`src/rtl/global_sram_bcast.sv`:
```
// global_sram_bcast
//   Snoops the read requests a read controller issues to the global SRAM,
//   captures the returning read data one cycle later, and broadcasts each word
//   to the cores through a small FIFO with a valid/ready output. A pass is
//   started by `start` and ends once `num_words` beats have been delivered.
//
// Optional feature:
//   GBCAST_ADDR_TAG_EN  when defined, each FIFO entry also stores the 5-bit
//                       SRAM address and bcast_addr carries it; otherwise the
//                       FIFO holds data only and bcast_addr is tied to 0.
//
// Ports:
//   clk, rst_n           clock (rising edge), asynchronous active-low reset
//   start, num_words     pass start pulse and beat count (sampled on start)
//   global_sram_ren      SRAM read enable issued by the read controller
//   global_sram_raddr    SRAM read address issued with global_sram_ren
//   global_sram_rdata    SRAM read data, valid one cycle after ren
//   bcast_vld/rdy        broadcast handshake (see below)
//   bcast_data/addr      head-of-FIFO payload and its SRAM address tag
//   almost_full          FIFO holds FIFO_DEPTH-1 or more entries
//   overflow             sticky: a word was dropped because the FIFO was full
//   done                 one-cycle pulse at the end of a pass
//   state_dbg            current FSM state (0 IDLE, 1 RUN, 2 DONE)
//
// Handshake: a beat transfers in any cycle where bcast_vld and bcast_rdy are
// both 1. bcast_vld never depends on bcast_rdy, and bcast_data/bcast_addr
// hold steady while bcast_vld=1 and bcast_rdy=0.
module global_sram_bcast #(
  parameter int DATA_W     = 128,
  parameter int FIFO_DEPTH = 4
) (
  input  logic              clk,
  input  logic              rst_n,
  input  logic              start,
  input  logic [5:0]        num_words,
  input  logic              global_sram_ren,
  input  logic [4:0]        global_sram_raddr,
  input  logic [DATA_W-1:0] global_sram_rdata,
  output logic              bcast_vld,
  output logic [DATA_W-1:0] bcast_data,
  output logic [4:0]        bcast_addr,
  input  logic              bcast_rdy,
  output logic              almost_full,
  output logic              overflow,
  output logic              done,
  output logic [1:0]        state_dbg
);

  localparam int PTR_W = $clog2(FIFO_DEPTH);
  localparam int CNT_W = PTR_W + 1;
`ifdef GBCAST_ADDR_TAG_EN
  localparam int ENT_W = DATA_W + 5;
`else
  localparam int ENT_W = DATA_W;
`endif

  typedef enum logic [1:0] {
    IDLE = 2'd0,
    RUN  = 2'd1,
    DONE = 2'd2
  } state_t;

  state_t            state, state_nxt;
  logic [5:0]        nw_q;
  logic [5:0]        delivered;
  logic              ren_d1;
  logic [4:0]        raddr_d1;
  logic [ENT_W-1:0]  mem [FIFO_DEPTH];
  logic [PTR_W-1:0]  wr_ptr, rd_ptr;
  logic [CNT_W-1:0]  count;
  logic [ENT_W-1:0]  head;
  logic [ENT_W-1:0]  entry;
  logic              accept_start;
  logic              push_req, push_ok, pop, full;

  assign accept_start = (state == IDLE) && start;
  // Read data returned outside RUN is simply discarded.
  assign push_req     = ren_d1 && (state == RUN);
  assign pop          = bcast_vld && bcast_rdy;
  assign full         = (count == CNT_W'(FIFO_DEPTH));
  // A full FIFO still accepts a word when a pop frees a slot in the same cycle.
  assign push_ok      = push_req && (!full || pop);

`ifdef GBCAST_ADDR_TAG_EN
  assign entry = {global_sram_rdata, raddr_d1};
`else
  assign entry = global_sram_rdata;
  logic unused_raddr;
  assign unused_raddr = ^raddr_d1;
`endif

  // FSM state register
  always_ff @(posedge clk or negedge rst_n) begin
    if (!rst_n) state <= IDLE;
    else        state <= state_nxt;
  end

  // FSM next state; the exit from RUN uses the registered delivered count,
  // so DONE follows one cycle after the count reaches num_words.
  always_comb begin
    state_nxt = state;
    unique case (state)
      IDLE:    if (start) state_nxt = RUN;
      RUN:     if (delivered == nw_q) state_nxt = DONE;
      DONE:    state_nxt = IDLE;
      default: state_nxt = IDLE;
    endcase
  end

  assign done      = (state == DONE);
  assign state_dbg = state;

  // Request pipeline aligning address with the returning read data
  always_ff @(posedge clk or negedge rst_n) begin
    if (!rst_n) begin
      ren_d1   <= 1'b0;
      raddr_d1 <= '0;
    end else begin
      ren_d1   <= global_sram_ren;
      raddr_d1 <= global_sram_raddr;
    end
  end

  // FIFO control, delivered counter and sticky overflow
  always_ff @(posedge clk or negedge rst_n) begin
    if (!rst_n) begin
      wr_ptr    <= '0;
      rd_ptr    <= '0;
      count     <= '0;
      delivered <= '0;
      nw_q      <= '0;
      overflow  <= 1'b0;
    end else if (accept_start) begin
      wr_ptr    <= '0;
      rd_ptr    <= '0;
      count     <= '0;
      delivered <= '0;
      nw_q      <= num_words;
      overflow  <= 1'b0;
    end else begin
      if (push_ok) wr_ptr <= wr_ptr + 1'b1;
      if (pop) begin
        rd_ptr    <= rd_ptr + 1'b1;
        delivered <= delivered + 6'd1;
      end
      if (push_ok && !pop)      count <= count + 1'b1;
      else if (!push_ok && pop) count <= count - 1'b1;
      if (push_req && !push_ok) overflow <= 1'b1;
    end
  end

  // Storage needs no reset: outputs are gated by occupancy.
  always_ff @(posedge clk) begin
    if (push_ok) mem[wr_ptr] <= entry;
  end

  assign head        = mem[rd_ptr];
  assign bcast_vld   = (count != '0);
  assign almost_full = (count >= CNT_W'(FIFO_DEPTH - 1));
  assign bcast_data  = bcast_vld ? head[ENT_W-1 -: DATA_W] : '0;
`ifdef GBCAST_ADDR_TAG_EN
  assign bcast_addr  = bcast_vld ? head[4:0] : 5'd0;
`else
  assign bcast_addr  = 5'd0;
`endif

endmodule
```
`config.mk`:
```
export PLATFORM = sky130hd
export DESIGN_NAME = global_sram_bcast
export DESIGN_NICKNAME = d
export VERILOG_FILES = /design/src/rtl/global_sram_bcast.sv
export SDC_FILE = /design/constraint.sdc
export NUM_CORES = 1
export LEC_CHECK = 0
export CAP_MARGIN = 10
export CORE_UTILIZATION = 35
export CTS_CLUSTER_DIAMETER = 60
export CTS_CLUSTER_SIZE = 25
export DETAILED_ROUTE_END_ITERATION = 10
export GPL_ROUTABILITY_DRIVEN = 1
export PLACE_DENSITY = 0.54
export RECOVER_POWER = 100
export SLEW_MARGIN = 5
export SYNTH_ARGS = -nofsm -noshare
export SYNTH_HDL_FRONTEND = slang
export SYNTH_SLANG_ARGS = --single-unit
```
`constraint.sdc`:
```
create_clock -name clk -period 5.6 [get_ports clk]
set_clock_uncertainty 0.2 [all_clocks]
set_input_delay 1.68 -clock clk [delete_from_list [all_inputs] [get_ports clk]]
set_output_delay 1.68 -clock clk [all_outputs]
set_load 0.05 [all_outputs]
```
==> impl_metrics.ini <==
[route]
drc = 0
drtPass1Iterations = 4
drtAntennaViolNets = 0
routed-via-count = 9716
vias_per_cell = 4.758
routed_wl_mm = 42.79
wl_per_cell_um = 20.96
drt_iter0_markers = 415

[clock_tree]
cts_tree = yes
root_buffer = clkbuf_16
clockBufferDepth = 3
post-cts-setup-buffers = 0
numCtsBuffers = 45
h-tree-depth = 2
clkTransAtPathRegs_ns = 0.07
hold_buffers = 0
clkLatencyLatePin_ns = 0.58
cts_num_sinks = 535
cts_resized = 0

[pwr]
switching_share_pct = 39.38
power.internal_uw = 9456
power_density_mw_per_mm2 = 599.8
pwr-share-comb_pct = 43.3
power_frac_seq_pct = 34.8
p_switching_uw = 6142
ir_drop_mv = 0.4364
clkPwrFrac_pct = 21.9
p_leak_uw = 0.008559

[placement]
dp_hpwl_mm = 25.93
post-place-ws_ns = 0.9733
placed_cells_incl_taps = 1956
io_buffers = 272
gp_congestion = 0.7080

[synthesis]
async_flop_share_pct = 4.299
yosysSeqAreaShare_pct = 77.76
synth_top_cell_by_area = edfxtp_1
synth_compound_area_share_pct = 0.3538
synth_top_area_share_pct = 74.95
synthTopCellsByArea = edfxtp_1, mux4_2, and2_1
synthAdderAreaFrac_pct = 0.4026
yosys_warnings = 0
synth_edf_count = 512
synth_xor_area_share_pct = 0.5977
ys.flop_type = edfxtp_1
synth_commonest_cells = edfxtp_1, and2_1, mux4_2, dfrtp_1, clkbuf_1
muxShareOfSynthArea_pct = 14.43
yosysMostFrequentCell = edfxtp_1
synth.distinct_cells = 38
ys_ff_latch = 535
synth_area_mm2 = 0.02051
avgSynthCellArea_um2 = 22.06
synthSimpleGateAreaFrac_pct = 5.063
syn_inst = 930
synth_top_family_by_area = multiplexers

[floorplanning]
die-area_mm2 = 0.05958
dieWidth_um = 244.1
core-area_mm2 = 0.05781
num_rows = 88
chipHeight_um = 244.1
floorplan.initialDensity_pct = 35.49
pin_count = 283

[sta]
min_period_over_period_pct = 92.87
worst_pin_slew_ns = 2.580
slew_headroom_pct = -72.02
slew_violations = 147
finalSetupTns_ns = 0
period_needed_ns = 5.201
finalSetupViolCount = 0
hold_viol_final = 0
hold_slack_ns = 0.3022
setup_ws_ns = 0.3991
rsz0062_at_grt = false
fmax_mhz = 192.3

[setup_path]
rrSetupSlack_ns = 1.52
r2r.worst_path.cells = 4
cp-start-kind = register
endpoint_kind = output port
critPathKind = register to output port
r2r-end = mem[2][75]$_DFFE_PP_
cp.arrival_ns = 3.32
cp_max_fo = 27
cp.required_ns = 3.72
reg2reg_from = state_dbg[1]$_DFFE_PN0P_

[cells_and_area]
fin_cells = 2042
final_layout_size_suffix_gt1_share_pct = 19.64
area_delta_synth_final_pct = 26.76
final_nets = 1389
fillCellCount = 4934

[grt]
antenna_found_initial = 9
first_global_vias = 10370
grt_pass1_wl_mm = 64.42
grtUsageTotal_pct = 14.47
grt_max_degree = 65
grt-ovfl-total = 0

[min_path]
worstHoldStart = overflow$_DFFE_PN0P_
hold_path.class = register to register
holdPathEnd = overflow$_DFFE_PN0P_
min_path_cells = 2

[status]
failed_checks = max-capacitance violations, max-slew violations
status = finished with violations

[job]
cap_viol_max_count = 4
kinds of logic (layout without fill, tap and decap cells):
group	Yosys count	count (layout)
DFF	535	535
buffers and inverters	56	395
muxes	135	135
AOI/OAI and AO/OA	12	12
xor gates and xnor gates	14	14
adders and majority gates	6	6
and+or+nand+nor	171	171
other	1	9
sequential cells by signal, summed over array words and instances, names as in the netlist:
name,flops
mem,512
nw_q,6
ren_d1,1
rd_ptr,2
count,3
delivered,6
wr_ptr,2
state_dbg,2
overflow,1
layout make-up:
cell class	instances	area (um^2)	area share [%]
Clock inverter	35	493.0	1.896
Antenna cell	4	10.01	0.03849
Multi-Input combinational cell	343	4285	16.48
Timing Repair Buffer	309	3152	12.12
Tap cell	765	957.2	3.681
Clock buffer	46	1130	4.345
Sequential cell	535	15960	61.37
Inverter	5	18.77	0.07217
routing by layer:
metal  track usage [%]  vias to the layer above  part of all wire, %
li1                  -                     4377                    -
met1             19.02                     5053                   43
met2             23.79                      214                   49
met3             3.819                       62                  5.8
met4             3.787                       10                  1.8
met5                 0                        -                 0.16
per-stage QoR:
stage	area [um^2]	utilization (%)	power [uW]
finish	26000	44.98	15600
global route	26000	44.97	16320
CTS	26080	45.11	16210
detailed placement	24450	42.31	12750
global placement	24450	42.31	12720
floorplan	20530	-	10230
power by group through the flow:
stage | clock [uW] | combinational [uW] | sequential [uW]
final | 3420 | 6750 | 5430
after global placement | 0 | 7230 | 5490
after global routing | 3640 | 7170 | 5510
after floorplan | 0 | 4830 | 5400
after CTS | 3530 | 7250 | 5430
after detailed placement | 0 | 7230 | 5530
how the worst max path moves through the flow:
stage                                      from             endpoint  slack, ns  depth (start not counted)
final                     rd_ptr[0]$_DFFE_PN0P_       bcast_data[84]       0.40                          4
after global routing       count[2]$_DFFE_PN0P_       bcast_data[88]       0.13                          4
after CTS                 rd_ptr[0]$_DFFE_PN0P_       bcast_data[84]       0.34                          4
after detailed placement  rd_ptr[0]$_DFFE_PN0P_       bcast_data[84]       0.97                          4
after global placement    rd_ptr[0]$_DFFE_PN0P_       bcast_data[38]       0.99                          4
after floorplan                       bcast_rdy  mem[0][0]$_DFFE_PP_       1.36                          3
worst max-delay path, stage by stage (launching register included):
cell,delay [ns]
dfrtp_4,0.87
buf_4,0.37
mux4_2,0.53
and2_1,0.18
dlygate4sd3_1,0.77
cells in the final DEF (no fill, tap or decap), types with 12 or more instances in the layout:
cell type,n
mux4_2,128
dlygate4sd3_1,259
buf_4,12
buf_12,14
dfrtp_1,21
edfxtp_1,512
and2_1,130
clkbuf_16,45
nor2_1,14
clkdlybuf4s50_1,13
Power figures use the tool's default switching activity.
